===== src/rtl/mix_column_if.sv =====
// AES state bus into and out of the MixColumns stage.
`timescale 1ns/1ps
interface mix_column_if;
    logic [0:127] dataIn;
    logic [0:127] resMat;

    modport master (
        output dataIn,
        input  resMat
    );

    modport slave (
        input  dataIn,
        output resMat
    );
endinterface


===== src/rtl/mix_column.sv =====
// Registered AES-128 MixColumns stage: each of the four state columns is
// multiplied by the fixed MDS matrix over GF(2^8), with one cycle of latency.
// Byte k of the state occupies bits [8k:8k+7]; column c is bytes 4c..4c+3.
`timescale 1ns/1ps
module mix_column (
    input  logic         clk,
    input  logic         rst,
    mix_column_if.slave  bus
);

    // Multiply by x modulo x^8+x^4+x^3+x+1.
    function automatic logic [7:0] xtime(input logic [7:0] x);
        return {x[6:0], 1'b0} ^ (x[7] ? 8'h1B : 8'h00);
    endfunction

    function automatic logic [7:0] mul3(input logic [7:0] x);
        return xtime(x) ^ x;
    endfunction

    logic [0:127] mixed;

    for (genvar c = 0; c < 4; c++) begin : g_col
        logic [7:0] a0, a1, a2, a3;
        logic [7:0] b0, b1, b2, b3;

        // One independent column of the MDS matrix product.
        always_comb begin
            a0 = bus.dataIn[32*c +: 8];
            a1 = bus.dataIn[32*c + 8 +: 8];
            a2 = bus.dataIn[32*c + 16 +: 8];
            a3 = bus.dataIn[32*c + 24 +: 8];
            b0 = xtime(a0) ^ mul3(a1) ^ a2 ^ a3;
            b1 = a0 ^ xtime(a1) ^ mul3(a2) ^ a3;
            b2 = a0 ^ a1 ^ xtime(a2) ^ mul3(a3);
            b3 = mul3(a0) ^ a1 ^ a2 ^ xtime(a3);
        end

        assign mixed[32*c +: 32] = {b0, b1, b2, b3};
    end

    // Output register, cleared asynchronously by rst.
    always_ff @(posedge clk or posedge rst) begin
        if (rst) begin
            bus.resMat <= '0;
        end else begin
            bus.resMat <= mixed;
        end
    end

endmodule


===== src/flat_wrapper.sv =====
// flat-port wrapper written by rule: the top's interface ports become plain ports
module mix_column_flat 
  (clk, rst, bus_dataIn, bus_resMat);
  mix_column_if bus_i ();
  input  logic clk;
  input  logic rst;
  input wire logic [$bits(bus_i.dataIn)-1:0] bus_dataIn;
  output wire logic [$bits(bus_i.resMat)-1:0] bus_resMat;
  assign bus_i.dataIn = bus_dataIn;
  assign bus_resMat = bus_i.resMat;
  mix_column u_core (.clk(clk), .rst(rst), .bus(bus_i));
endmodule

===== config.mk =====
export PLATFORM = sky130hd
export DESIGN_NAME = mix_column_flat
export DESIGN_NICKNAME = d
export VERILOG_FILES = /design/src/rtl/mix_column_if.sv /design/src/rtl/mix_column.sv /design/src/flat_wrapper.sv
export SDC_FILE = /design/constraint.sdc
export NUM_CORES = 1
export LEC_CHECK = 0
export CORE_ASPECT_RATIO = 1.5
export CORE_UTILIZATION = 47
export CTS_CLUSTER_SIZE = 25
export DETAILED_ROUTE_END_ITERATION = 16
export GPL_ROUTABILITY_DRIVEN = 0
export PLACE_DENSITY = 0.91
export SYNTH_ARGS = -nofsm -noshare
export SYNTH_HDL_FRONTEND = slang
export SYNTH_SLANG_ARGS = --single-unit

===== constraint.sdc =====
create_clock -name clk -period 11.67 [get_ports clk]
set_input_delay 1.7505 -clock clk [delete_from_list [all_inputs] [get_ports clk]]
set_output_delay 1.7505 -clock clk [all_outputs]
set_load 0.01 [all_outputs]

======== After elaboration in Yosys (flattened, before gate mapping) ========
Cells that the tools add are included.
storage, ports and cells
  word-level logic and storage cells ...... 97
  bits in registers ....................... 128
  output and inout bits ................... 128
operators by class
  bitwise gates (word level) .............. 80
  multiplexer cells ....................... 16
operator list
  kind         count
  $xor 8x8->8  79
  $mux 5       16
  $xor 8x5->8  1

======== Depth between registers and ports, before layout ========
Gate-level depths: netlist of the first run.
  depth in word-level cells ............... 6
  gate-level depth with buffers ........... 3
  gate-level depth less buffers ........... 2

======== Least setup slack after synthesis of the first run ========
OpenSTA, ideal clock, no wires.
  path kind ............................... input to register
  start point ............................. input port bus_dataIn[87]
  end point ............................... register u_core.bus.resMat[35]
  data arrival time ....................... 2.639 ns
  cell stages on the path ................. 3
  slack ................................... 8.898 ns
  path through ............................ buf_4 -> xnor3_1 -> xnor3_1
on the way
  word-level cells in the longest chain between the ends .. 6
ends and longest elaborated chain
  what                       line                 RTL
  start, declared            flat_wrapper.sv:7    input wire logic [$bits(bus_i.dataIn)-1:0] bus_dataIn;
  $mux 5                     mix_column.sv:13     return {x[6:0], 1'b0} ^ (x[7] ? 8'h1B : 8'h00);
  $xor 8x8->8                mix_column.sv:13
  $xor 8x8->8                mix_column.sv:17     return xtime(x) ^ x;
  $xor 8x8->8 (3 in series)  mix_column.sv:32     b0 = xtime(a0) ^ mul3(a1) ^ a2 ^ a3;
  via u_core.g_col[1].b0[4]  mix_column.sv:24     logic [7:0] b0, b1, b2, b3;
  end signal, assigned       mix_column.sv:46     bus.resMat <= mixed;
  end, declared              mix_column_if.sv:14  output resMat
The timed path passes the listed nets, and every way through them passes these cells.

==> results of run 1 <==
==> Yosys cell counts, drive strengths merged <==
cell type / n
buf: 12
clkbuf: 3
dfrtp: 128
inv: 1
xnor2: 80
xnor3: 128
xor2: 48
xor3: 42
==> layout make-up <==
cell class,count,area share
clock inverters,14,0.0153
diodes,1,0.000213
flip-flops and latches,128,0.273
clock buffers,18,0.0374
inverters,1,0.000533
well taps,213,0.0227
multi-input cells,298,0.431
repair buffers,258,0.220
==> through the flow <==
stage / worst slack [ns] / hold slack (ns) / instances / total power [mW] / cell area (µm²)
2_1_floorplan: 6.51 / 1.95 / 442 / 0.996 / 8340
3_3_place_gp: 8.01 / 2.30 / 898 / 1.37 / 11100
3_5_place_dp: 7.92 / 2.33 / 898 / 1.40 / 11100
4_1_cts: 8.36 / 1.88 / 930 / 1.97 / 11700
5_1_grt: 8.14 / 1.92 / 931 / 2.03 / 11700
6_report: 8.44 / 1.85 / 931 / 1.95 / 11700
==> where the power goes <==
| part | switching, mW | internal (mW) | total (mW) | leakage (nW) |
|---|---|---|---|---|
| clock | 0.215 | 0.346 | 0.561 | 0.294 |
| sequential | 0.0485 | 0.573 | 0.621 | 1.49 |
| combinational | 0.275 | 0.489 | 0.764 | 4.05 |
==> placed cells by master (no fill, tap or decap) <==
cell type,instances
buf_4,1
bufinv_16,3
clkbuf_16,17
clkbuf_8,1
clkdlybuf4s50_1,257
clkinv_2,1
clkinv_4,2
clkinvlp_4,3
dfrtp_1,128
diode_2,1
inv_4,1
inv_6,5
xnor2_1,75
xnor2_2,4
xnor2_4,1
xnor3_1,128
xor2_1,48
xor3_1,42
==> worst paths after layout <==
| path | from | end | slack [ns] | cells after the start |
|---|---|---|---|---|
| min | rst | u_core.bus.resMat[99] | 1.85 | 2 |
| max in group clk | bus_dataIn[87] | u_core.bus.resMat[43] | 8.56 | 3 |
| max | rst | u_core.bus.resMat[89] | 8.44 | 3 |
| min in group clk | bus_dataIn[85] | u_core.bus.resMat[34] | 2.14 | 2 |
==> critical path: stages <==
cell and delay, ns:
clkdlybuf4s50_1 0.44, inv_4 0.59, buf_4 0.81
==> per-layer routing <==
layer  vias to the layer above  wire length, µm  GRT usage
met4                         0              688      0.112
li1                       2035                -          -
met3                        44             1090     0.0518
met1                      2311             6940      0.249
met2                       202            11600      0.434
met5                         -                0          0
==> cell families (layout without fill, tap and decap cells) <==
family / after synthesis / in the layout / synth area share
buf+inv: 16 / 291 / 0.00990
xor+xnor: 298 / 298 / 0.606
flops: 128 / 128 / 0.384
other cells: 0 / 1 / 0
==> results by group, run 1 <==
Finish
  – Largest Register: u_core.bus.resMat
  – Top Registers: u_core.bus.resMat x128
  – Reg area: ~0.0032 mm²
  – Area grow syn2layout: 40.7%
  – Layout cell share with drive strength beyond 1: 0.0544
  – Area of the multi-input gates: approximately 0.0051 mm²
  – Net count, final: about 830
  – Max reg flops: roughly 130
  – Final core occ: 0.676
  – Fill count: 1,128

Die
  – Initial Util: 0.481
  – Die Span X: 111 µm
  – Core area: 0.0173 mm²
  – Num rows: 59
  – Full die area: around 0.018 mm²
  – I/O Pins: 258
  – Die H: ~170 µm

Pwr
  – Leakage Power: between 5 and 6 nW
  – VDD IR-drop max: 0.125 mV
  – Power Dens Cells: 166 mW/mm²

STA
  – TNS Setup: 0 ns
  – Normalized max-slew margin: 0.436
  – Final period demand of the worst path: about 3.2 ns
  – Tcrit/Tclk final: 0.277
  – Slew @ Worst Pin: 0.845 ns
  – Setup Viol. Count Final: 0
  – Fmax: between 300 and 400 MHz
  – Final Hold Fails: 0
  – RSZ-0062 raised after global routing: no
  – Max-slew violation count: 0

Yosys
  – Syn Nets: approximately 570
  – Top cell type's share of synthesized area: 0.384
  – #FFs+latches synth: ~130
  – Post-synthesis instance area: approximately 0.0083 mm²
  – Sequential area share after synthesis: 0.384
  – Avg Synthesized Cell Area: approximately 19 µm²
  – Cell taking the most area after synthesis: dfrtp_1
  – Post-synthesis cell count: about 440
  – Yosys cell types: 11
  – Synth warnings: 0
  – Dominant cells by area after synthesis: dfrtp_1, xnor3_1, xor3_1, xnor2_1, xor2_1

GRT
  – Vias in the first global route: between 5,000 and 6,000
  – Total GRT Usage: 0.232
  – Gr ovfl total: 0
  – Largest net degree at the start of global routing: 67
  – Initial antenna violation count: 1
  – First-pass GRT wire length: 31,400 µm

Clock network
  – # hold bufs at CTS: 0
  – Clk slew on worst S/H paths: around 0.070 ns
  – CTS buffer count: 17
  – Post-CTS setup buffers: 0
  – CTS tree: built
  – Largest buffer count on any clock path: 2
  – CTS resizes: 0
  – H-tree level count: 4
  – Root buf cell: clkbuf_16
  – Clock sinks: 128

Critical path
  – Critical Path RT: about 12 ns
  – Worst Setup End Kind: asynchronous set/reset pin
  – Setup CP Type: input port to asynchronous set/reset pin
  – Peak fanout along the critical path: 66
  – Worst Path Arrival: between 3 and 4 ns
  – CP startpoint kind: input port

Route
  – Vias post-DR: 4,592
  – Routed WL: a little over 20,000 µm
  – First-pass DRT Iterations: 4
  – Routed wire per std cell: approximately 22 µm
  – Initial DRC count: 155
  – Vias/cell: 4.93
  – DRT antenna net count: 0
  – # DRC: 0

Placed design
  – Post-DP HPWL: approximately 16,000 µm
  – Port bufs: roughly 260

Hold path
  – Worst hold path type: input port to asynchronous set/reset pin

Flow run
  – Max Cap Viol: 0

Status
  – Outcome: finished clean
No activity file was read; power rests on OpenSTA's default activity.
==> inputs of run 2 (changes only) <==
==> constraint.sdc (replaced) <==
create_clock -name clk -period 3.35 [get_ports clk]
set_input_delay 0.5025 -clock clk [delete_from_list [all_inputs] [get_ports clk]]
set_output_delay 0.5025 -clock clk [all_outputs]
set_load 0.01 [all_outputs]
==> run 2 against run 1 <==
Compared with the run above: worst hold slack worse by 1.2 ns; global-route usage is 0.19 points lower; sequential cell count unchanged.
==> results by group, run 2 (synthesis results as in run 1) <==
Flow run
  – Max Cap Viol: 0 (unchanged)

Clock network
  – CTS buffer count: 17 (unchanged)
  – H-tree level count: 4 (unchanged)
  – # hold bufs at CTS: 0 (unchanged)
  – Root buf cell: clkbuf_16
  – Clock sinks: 128 (unchanged)
  – Largest buffer count on any clock path: 2 (unchanged)
  – Clk slew on worst S/H paths: 0.06 ns (about the same)
  – CTS tree: built
  – Post-CTS setup buffers: 0 (unchanged)
  – CTS resizes: 0 (unchanged)

Pwr
  – Gate power share: 0.393 (about the same)
  – Clock power share: 0.291 (+0.003)
  – Power Dens Cells: 581 mW/mm² (+250%)
  – Leakage Power: 5.84 nW (about the same)
  – Final total power: 6.82 mW (+250%)
  – Flop pwr share: 0.316 (-0.003)
  – VDD IR-drop max: 0.437 mV (+250%)
  – Net switching power: 1.85 mW (+240%)
  – Internal power: 4.97 mW (+250%)
  – Switching Share: 0.272 (-0.00489)

GRT
  – Total GRT Usage: 0.231 (-0.00185)
  – Vias in the first global route: 5,385 (-0.37%)
  – First-pass GRT wire length: 31,100 µm (-0.81%)
  – Initial antenna violation count: 0 (-1)
  – Largest net degree at the start of global routing: 129 (+93%)
  – Gr ovfl total: 0 (unchanged)

STA
  – RSZ-0062 raised after global routing: no
  – Slew @ Worst Pin: 0.712 ns (-0.134 ns)
  – Max-slew violation count: 0 (unchanged)
  – Setup Viol. Count Final: 0 (unchanged)
  – Tcrit/Tclk final: 0.552
  – WHS: 0.627 ns (-1.22 ns)
  – Normalized max-slew margin: 0.525 (+0.0890)
  – Final period demand of the worst path: about 1.8 ns
  – Worst Setup Slack, final: 1.50 ns (-6.94 ns)
  – TNS Setup: 0 ns (unchanged)
  – Final Hold Fails: 0 (unchanged)
  – Fmax: about 540 MHz

Finish
  – Post-route design area: 0.0117 mm² (+0.17%)
  – Area grow syn2layout: 40.9%
  – Post-route non-filler standard cell count: 930 (-0.11%)
  – Layout cell share with drive strength beyond 1: 0.0544 (unchanged)
  – Max reg flops: 128 (unchanged)
  – Top Registers: u_core.bus.resMat x128
  – Antenna diode count: 0 (-1)
  – Commonest non-fill, non-tap cell in the layout: clkdlybuf4s50_1
  – Final core occ: 0.677 (+0.00115)
  – Net count, final: 834 (unchanged)
  – Commonest non-fill, non-tap cells in the layout: clkdlybuf4s50_1, xnor3_1, dfrtp_1
  – Largest Register: u_core.bus.resMat

Die
  – Num rows: 59 (unchanged)
  – I/O Pins: 258 (unchanged)
  – Core area: 0.0173 mm² (unchanged)
  – Full die area: 0.0183 mm² (unchanged)
  – Die Span X: 111 µm (unchanged)
  – Die H: 165 µm (unchanged)
  – Initial Util: 0.481 (unchanged)

Status
  – Outcome: finished clean

Route
  – Routed wire per std cell: 21.8 µm (about the same)
  – First-pass DRT Iterations: 4 (unchanged)
  – # DRC: 0 (unchanged)
  – Vias/cell: 4.93 (about the same)
  – Initial DRC count: 184 (+19%)
  – DRT antenna net count: 0 (unchanged)
  – Routed WL: 20,300 µm (-0.13%)
  – Vias post-DR: 4,584 (-0.17%)

Critical path
  – Slowest-stage cell, CP: clkdlybuf4s50_1
  – Levels on crit path: 1 (-2)
  – CP startpoint kind: flip-flop
  – Setup CP Type: flip-flop to primary output
  – Family with the most delay on the worst path: buffers and inverters
  – CP Cell Sequence: clkdlybuf4s50_1
  – Critical Path RT: 2.85 ns (-9.24 ns)
  – Peak fanout along the critical path: 1 (-98%)
  – Worst Path Arrival: 1.35 ns (-2.30 ns)
  – Worst Path Buf+Inv: 1 (-2)
  – Worst Setup End Kind: primary output
  – Crit path largest cell delay: 0.56 ns (-0.25 ns)

Placed design
  – Post-DP HPWL: 15,600 µm (-1.5%)
  – Placed cell areas: 0.0111 mm² (+0.12%)
  – Port bufs: 257 (unchanged)
  – Placement Setup Slack: 1.07 ns (-6.85 ns)
  – DP Cell Count: 898 (unchanged)

Hold path
  – Worst hold path type: input port to asynchronous set/reset pin
run 2: cell types whose count changed in the layout (fill, tap and decap cells not counted), sizes merged:
| cell | delta |
|---|---|
| bufinv | +1 |
| clkinv | +1 |
| clkinvlp | +2 |
| diode | -1 |
| inv | -4 |
run 2: per-layer routing:
layer | vias to the layer above | wire length, µm | part of all wire | GRT usage
met4 | 0 | 590 | 0.029 | 0.101
met1 | 2329 | 6670 | 0.33 | 0.233
li1 | 2032 | - | - | -
met5 | - | 0 | 0 | 0
met2 | 191 | 12000 | 0.59 | 0.454
met3 | 32 | 1010 | 0.050 | 0.0471
run 2: path summary, 6_finish.rpt:
path | from | to | slack, ns
min in group clk | bus_dataIn[21] | u_core.bus.resMat[98] | 0.88
max | u_core.bus.resMat[53] | bus_resMat[74] | 1.50
max in group asynchronous | rst | u_core.bus.resMat[69] | 2.16
min | rst | u_core.bus.resMat[117] | 0.63
run 2: area by class of cell:
| class | count | area [µm²] |
|---|---|---|
| clock buffer | 18 | 439 |
| tap | 213 | 267 |
| clock inverter | 14 | 188 |
| multi-input combinational | 298 | 5050 |
| inverter | 1 | 7.51 |
| fill | 1110 | 5600 |
| sequential | 128 | 3200 |
| timing repair buffer | 258 | 2590 |
run 2: power by group through the flow:
stage / Sequential (mW) / Clock [mW] / Combinational (mW)
floorplan: 2.39 / 0 / 1.08
global placement: 2.17 / 0 / 2.61
detailed placement: 2.18 / 0 / 2.69
CTS: 2.16 / 2.03 / 2.71
global route: 2.18 / 2.10 / 2.81
finish: 2.15 / 1.98 / 2.68
